`config.mk`:
```
export PLATFORM = sky130hd
export DESIGN_NAME = instruction_fetch_stage
export DESIGN_NICKNAME = d
export VERILOG_FILES = /design/src/rtl/fetch_pkg.sv /design/src/rtl/fetch_queue.sv /design/src/rtl/instruction_fetch_stage.sv
export SDC_FILE = /design/constraint.sdc
export NUM_CORES = 1
export LEC_CHECK = 0
export CAP_MARGIN = 0
export CORE_ASPECT_RATIO = 1.75
export CORE_MARGIN = 8
export CORE_UTILIZATION = 49
export CTS_CLUSTER_DIAMETER = 40
export CTS_CLUSTER_SIZE = 16
export DETAILED_ROUTE_END_ITERATION = 6
export GPL_TIMING_DRIVEN = 1
export PLACE_DENSITY = 0.76
export SLEW_MARGIN = 30
export SYNTH_ARGS = -nofsm -noshare
export SYNTH_HDL_FRONTEND = slang
export SYNTH_SLANG_ARGS = --single-unit
```
`constraint.sdc`:
```
create_clock -name clk -period 2.8 [get_ports clk]
set_input_delay 0.56 -clock clk [delete_from_list [all_inputs] [get_ports clk]]
set_output_delay 0.56 -clock clk [all_outputs]
set_load 0.03 [all_outputs]
```
`src/rtl/fetch_pkg.sv`:
```
// Shared types and constants for the instruction fetch stage.
// The entry type is used both for buffered instructions and for in-flight request tags.
package fetch_pkg;

    localparam int INSTR_W = 32;
    localparam int XLEN    = 64;
    localparam int PC_STEP = 4;

    typedef struct packed {
        logic [XLEN-1:0]    pc;
        logic [INSTR_W-1:0] instr;
    } fetch_entry_t;

    typedef enum logic [1:0] {
        ST_BOOT,
        ST_RUN,
        ST_HALT
    } fetch_state_t;

    function automatic logic [XLEN-1:0] align_word(input logic [XLEN-1:0] addr);
        return addr & ~XLEN'(PC_STEP - 1);
    endfunction

endpackage

```
`src/rtl/fetch_queue.sv`:
```
// Circular FIFO of fetch entries with push, pop, clear, occupancy count and full/empty flags.
// Push while full is honoured only together with a pop.
module fetch_queue
    import fetch_pkg::*;
#(
    parameter int DEPTH = 2,
    localparam int CW = $clog2(DEPTH + 1),
    localparam int PW = (DEPTH > 1) ? $clog2(DEPTH) : 1
) (
    input  logic          clk,
    input  logic          rst_n,
    input  logic          push,
    input  logic          pop,
    input  logic          clear,
    input  fetch_entry_t  push_data,
    output fetch_entry_t  head,
    output logic [CW-1:0] count,
    output logic          full,
    output logic          empty
);

    fetch_entry_t  mem [DEPTH];
    logic [PW-1:0] rptr, wptr;
    logic          do_push, do_pop;

    function automatic logic [PW-1:0] next_ptr(input logic [PW-1:0] p);
        return (p == PW'(DEPTH - 1)) ? '0 : p + PW'(1);
    endfunction

    assign empty   = (count == '0);
    assign full    = (count == CW'(DEPTH));
    assign do_pop  = pop && !empty;
    assign do_push = push && (!full || do_pop);
    assign head    = mem[rptr];

    always_ff @(posedge clk or negedge rst_n) begin
        if (!rst_n) begin
            rptr  <= '0;
            wptr  <= '0;
            count <= '0;
            for (int i = 0; i < DEPTH; i++) begin
                mem[i] <= '0;
            end
        end else if (clear) begin
            rptr  <= '0;
            wptr  <= '0;
            count <= '0;
        end else begin
            if (do_push) begin
                mem[wptr] <= push_data;
                wptr      <= next_ptr(wptr);
            end
            if (do_pop) begin
                rptr <= next_ptr(rptr);
            end
            count <= count + CW'(do_push) - CW'(do_pop);
        end
    end

endmodule

```
`src/rtl/instruction_fetch_stage.sv`:
```
// Pipeline front end: owns the PC, issues credit-limited in-order fetches and queues results for decode.
// Optional macro FETCH_MISALIGN_TRAP_EN: misaligned redirects raise fetch_fault and halt fetching.
module instruction_fetch_stage
    import fetch_pkg::*;
#(
    parameter logic [XLEN-1:0] RESET_PC    = '0,
    parameter int              QUEUE_DEPTH = 2
) (
    input  logic               clk,
    input  logic               reset,
    output logic               imem_req_valid,
    input  logic               imem_req_ready,
    output logic [XLEN-1:0]    imem_req_addr,
    input  logic               imem_rsp_valid,
    input  logic [INSTR_W-1:0] imem_rsp_data,
    input  logic               redirect_valid,
    input  logic [XLEN-1:0]    redirect_pc,
    output logic               id_valid,
    input  logic               id_ready,
    output logic [INSTR_W-1:0] id_instr,
    output logic [XLEN-1:0]    id_pc,
    output logic               fetch_fault
);

    localparam int CW = $clog2(QUEUE_DEPTH + 1);

    fetch_state_t    state, state_next;
    logic [XLEN-1:0] pc, redirect_target;
    logic [CW-1:0]   discard_cnt, q_cnt, tag_cnt;
    logic            q_full, q_empty, tag_full, tag_empty;
    logic            misalign, credit_ok, req_accept, rsp_pop, q_push, q_pop;
    fetch_entry_t    q_head, tag_head, tag_entry, rsp_entry;

`ifdef FETCH_MISALIGN_TRAP_EN
    assign redirect_target = redirect_pc;
    assign misalign        = redirect_valid && (redirect_pc[1:0] != 2'b00);
`else
    assign redirect_target = align_word(redirect_pc);
    assign misalign        = 1'b0;
`endif

    // Outstanding fetches are exactly the tag queue occupancy, so credit covers both queues.
    assign credit_ok  = !q_full && !tag_full &&
                        (((CW+1)'(q_cnt) + (CW+1)'(tag_cnt)) < (CW+1)'(QUEUE_DEPTH));
    assign req_accept = imem_req_valid && imem_req_ready;
    assign rsp_pop    = imem_rsp_valid && !tag_empty;
    assign q_push     = rsp_pop && (discard_cnt == '0) && !redirect_valid;
    assign id_valid   = !q_empty && !redirect_valid;
    assign q_pop      = id_valid && id_ready;

    assign imem_req_addr = pc;
    assign id_pc         = q_head.pc;
    assign id_instr      = q_head.instr;
    assign tag_entry     = '{pc: pc, instr: '0};

    always_comb begin
        rsp_entry       = tag_head;
        rsp_entry.instr = imem_rsp_data;
    end

    fetch_queue #(.DEPTH(QUEUE_DEPTH)) u_instr_queue (
        .clk       (clk),
        .rst_n     (reset),
        .push      (q_push),
        .pop       (q_pop),
        .clear     (redirect_valid),
        .push_data (rsp_entry),
        .head      (q_head),
        .count     (q_cnt),
        .full      (q_full),
        .empty     (q_empty)
    );

    fetch_queue #(.DEPTH(QUEUE_DEPTH)) u_tag_queue (
        .clk       (clk),
        .rst_n     (reset),
        .push      (req_accept),
        .pop       (rsp_pop),
        .clear     (1'b0),
        .push_data (tag_entry),
        .head      (tag_head),
        .count     (tag_cnt),
        .full      (tag_full),
        .empty     (tag_empty)
    );

    always_comb begin
        state_next     = state;
        imem_req_valid = 1'b0;
        case (state)
            ST_BOOT: state_next = ST_RUN;
            ST_RUN:  imem_req_valid = credit_ok;
`ifdef FETCH_MISALIGN_TRAP_EN
            ST_HALT: if (redirect_valid && !misalign) state_next = ST_RUN;
`endif
            default: state_next = ST_BOOT;
        endcase
`ifdef FETCH_MISALIGN_TRAP_EN
        if (misalign) state_next = ST_HALT;
`endif
    end

    // Responses still owed for pre-redirect requests are counted here and dropped on arrival.
    always_ff @(posedge clk or negedge reset) begin
        if (!reset) begin
            state       <= ST_BOOT;
            pc          <= RESET_PC;
            discard_cnt <= '0;
        end else begin
            state <= state_next;
            if (redirect_valid) begin
                pc          <= redirect_target;
                discard_cnt <= tag_cnt + CW'(req_accept) - CW'(rsp_pop);
            end else begin
                if (req_accept) pc <= pc + XLEN'(PC_STEP);
                if (rsp_pop && (discard_cnt != '0)) discard_cnt <= discard_cnt - CW'(1);
            end
        end
    end

`ifdef FETCH_MISALIGN_TRAP_EN
    logic fault_q;

    always_ff @(posedge clk or negedge reset) begin
        if (!reset) fault_q <= 1'b0;
        else        fault_q <= misalign;
    end

    assign fetch_fault = fault_q;
`else
    assign fetch_fault = 1'b0;
`endif

endmodule

```
==> results.py <==
metrics = {
    "global_routing": {
        "grt_overflow": 0,
        "antenna_found_initial": 3,
        "grt_max_degree": 119,
        "track_usage": 0.221,
        "first_global_vias": 13700,
        "grt_pass1_wl_mm": 75.1,
    },
    "place": {
        "hpwl_mm": 33.8,
        "placed_area_um2": 21000,
        "port_buffers": 257,
        "routabilityCongestion": 0.856,
    },
    "clocking": {
        "cts_sinks": 385,
        "cts_root_buf": "clkbuf_16",
        "clk_path_buf_depth": 3,
        "numCtsBuffers": 38,
        "cts.clk_slew.worst_paths_ns": 0.07,
        "clock_latency_ns": 0.54,
        "cts_htree_levels": 2,
        "cts_tree": "built",
    },
    "synthesis": {
        "syn_area_um2": 17700,
        "synth-edff-count": 0,
        "synthArstFlopShare": 1.00,
        "syn_inst": 1523,
        "synth_top_area_frac": 0.546,
        "yosys.area.top_type": "dfrtp_1",
        "yosysMostFrequentCell": "dfrtp_1",
        "yosysSeqAreaShare": 0.546,
        "ys_warn_count": 0,
        "ys_top_cells_by_count": "385 x dfrtp_1, 279 x mux2_2, 136 x nand2_1",
        "ys_dominant_reg_cell": "dfrtp_1",
        "ys_types": 56,
        "synth-seq-cells": 385,
        "yosys-top-cells-area": "dfrtp_1 55%, mux2_2 18%, mux2i_1 3.6%",
        "synth_area_per_cell_um2": 11.6,
    },
    "sta": {
        "slew-limit-headroom": 0.540,
        "tightest_slew_ns": 0.690,
        "skew_ns": 0.0104,
        "hold_viol_final": 0,
        "fmax_mhz": 364,
        "setup_viol": 0,
        "slew_violations": 0,
        "fin_crit_ns": 2.75,
        "finalCritPeriodShare": 0.981,
    },
    "drt": {
        "wl_mm": 47.5,
        "viasPerCell": 5.58,
        "drc_errors": 0,
        "routed-via-count": 12800,
        "drtIter0Drc": 835,
        "wl_per_cell_um": 20.8,
        "first_pass_iters": 5,
        "ant_nets": 0,
    },
    "power": {
        "power_switching_w": 0.00846,
        "power.leakage_nw": 9.81,
        "total_power_w": 0.0233,
        "cellPowerDensity_nw_per_um2": 1040,
        "irDropWorstVdd_v": 0.000593,
        "p_int_w": 0.0149,
        "comb_power_share": 0.385,
        "power_frac_seq": 0.384,
        "clockPowerShare": 0.231,
        "netSwitchingFraction": 0.362,
    },
    "finish": {
        "final_area_um2": 22400,
        "final_layout_size_suffix_gt1_frac": 0.245,
        "area_delta_synth_final_pct": 26.8,
        "nNetsFinal": 1897,
    },
    "outcome": {
        "status": "finished, final reports clean",
    },
    "setup_path": {
        "r2r_cells": 10,
        "crit_path_end_kind": "primary output",
        "cp.required_ns": 2.24,
        "crit_type": "reg2out",
        "cp_max_fo": 30,
        "r2r_start": "u_instr_queue.count[0]",
        "regToRegEndpoint": "imem_req_addr[47]",
        "crit_path_start": "u_instr_queue.rptr",
        "worstSetupEndpoint": "id_pc[6]",
        "critPathLaunchType": "register",
        "arrival_ns": 2.19,
        "reg2reg_slack_ns": 0.09,
    },
    "die": {
        "fp.dieH_um": 267,
        "core.rowCount": 92,
        "initial_utilization": 0.493,
        "core-area_um2": 35800,
        "boundaryPins": 265,
        "die_x_um": 160,
        "die_area_um2": 42600,
    },
    "min_path": {
        "hp-class": "in2async",
    },
    "job": {
        "cap_violations": 0,
    },
}
[worst max-delay path, stage by stage, from the launching register on]
cell and delay, ns:
dfrtp_4 0.47, buf_12 0.22, mux2_2 0.35, clkdlybuf4s50_1 0.59
[metal layers]
layer	track usage	routed length [µm]	up-vias	part of all wire
li1	-	-	5921	-
met1	0.249	18000	6382	0.38
met2	0.394	24900	334	0.52
met3	0.0323	1950	117	0.041
met4	0.128	2620	0	0.055
met5	0	0	-	0
[cells by family after synthesis]
kind of cell	count (synthesis)	share of synthesized area
AND/OR/NAND/NOR	400	0.112
XOR/XNOR	40	0.0198
adder cells (fa/ha/maj)	9	0.00680
flip-flops	385	0.546
buffers and inverters	120	0.0325
AO/OA/AOI/OAI	224	0.0689
other	2	0.000425
multiplexers	343	0.214
[state kept, by name, indices dropped and copies added, names as in the netlist]
signal and cells:
discard_cnt 2, imem_req_addr 62, state 1, u_instr_queue.count 2
u_instr_queue.mem 188, u_instr_queue.rptr 1, u_instr_queue.wptr 1, u_tag_queue.count 2
u_tag_queue.mem 124, u_tag_queue.rptr 1, u_tag_queue.wptr 1
[power by group through the flow]
stage          Sequential, W  Clock, W  Combinational [W]
4_1_cts              0.00897   0.00553            0.00912
3_5_place_dp         0.00906         0            0.00951
6_report             0.00898   0.00538            0.00899
5_1_grt              0.00925   0.00572            0.00968
3_3_place_gp         0.00887         0            0.00930
2_1_floorplan        0.00872         0            0.00622
[cell type report]
type                       count  area, µm²
clock inverter                21        251
inverter                      17       63.8
sequential                   385       9640
tap                          470        588
multi-input combinational   1022       7530
antenna                        2       5.00
clock buffer                  48       1070
fill                        2873      13400
timing repair buffer         322       3230
[cell usage in the layout (no fill, tap or decap), drive strengths merged, types with 26 or more instances in the layout]
master,count
mux2i,64
a21oi,63
nand4,27
clkbuf,48
mux2,279
dlygate4sd2,69
buf,71
clkdlybuf4s50,162
nand3,27
nor2,102
xnor2,27
a31oi,26
o21ai,114
dfrtp,385
nand2,136
[how the worst min path moves through the flow]
stage | startpoint | slack [ns] | end
finish | reset | 0.44 | u_instr_queue.mem[156]
floorplan | reset | 0.26 | discard_cnt[0]
global placement | reset | 0.42 | u_instr_queue.mem[154]
CTS | reset | 0.44 | u_instr_queue.mem[156]
detailed placement | reset | 0.42 | u_instr_queue.mem[156]
global route | reset | 0.47 | u_instr_queue.mem[156]
[repair_timing]
action,4_1_cts,5_1_grt
endpoints found under the hold margin,21,0
hold buffers,1,0
setup endpoints to repair,69,49
gates resized for setup,79,27
buffers inserted,1,3
pin swaps,0,3
[through the flow]
stage	utilization	hold slack (ns)	worst slack, ns	cells	TNS, ns
finish	0.625	0.444	0.0529	2287	0
global route	0.625	0.469	-0.0272	2287	-0.0780
CTS	0.622	0.437	-0.00619	2282	-0.0272
detailed placement	0.587	0.419	-0.0323	2211	-0.0323
global placement	0.587	0.415	-0.0443	2211	-0.0443
floorplan	-	0.264	0.180	1527	0
(Power assumes the default switching activity.)
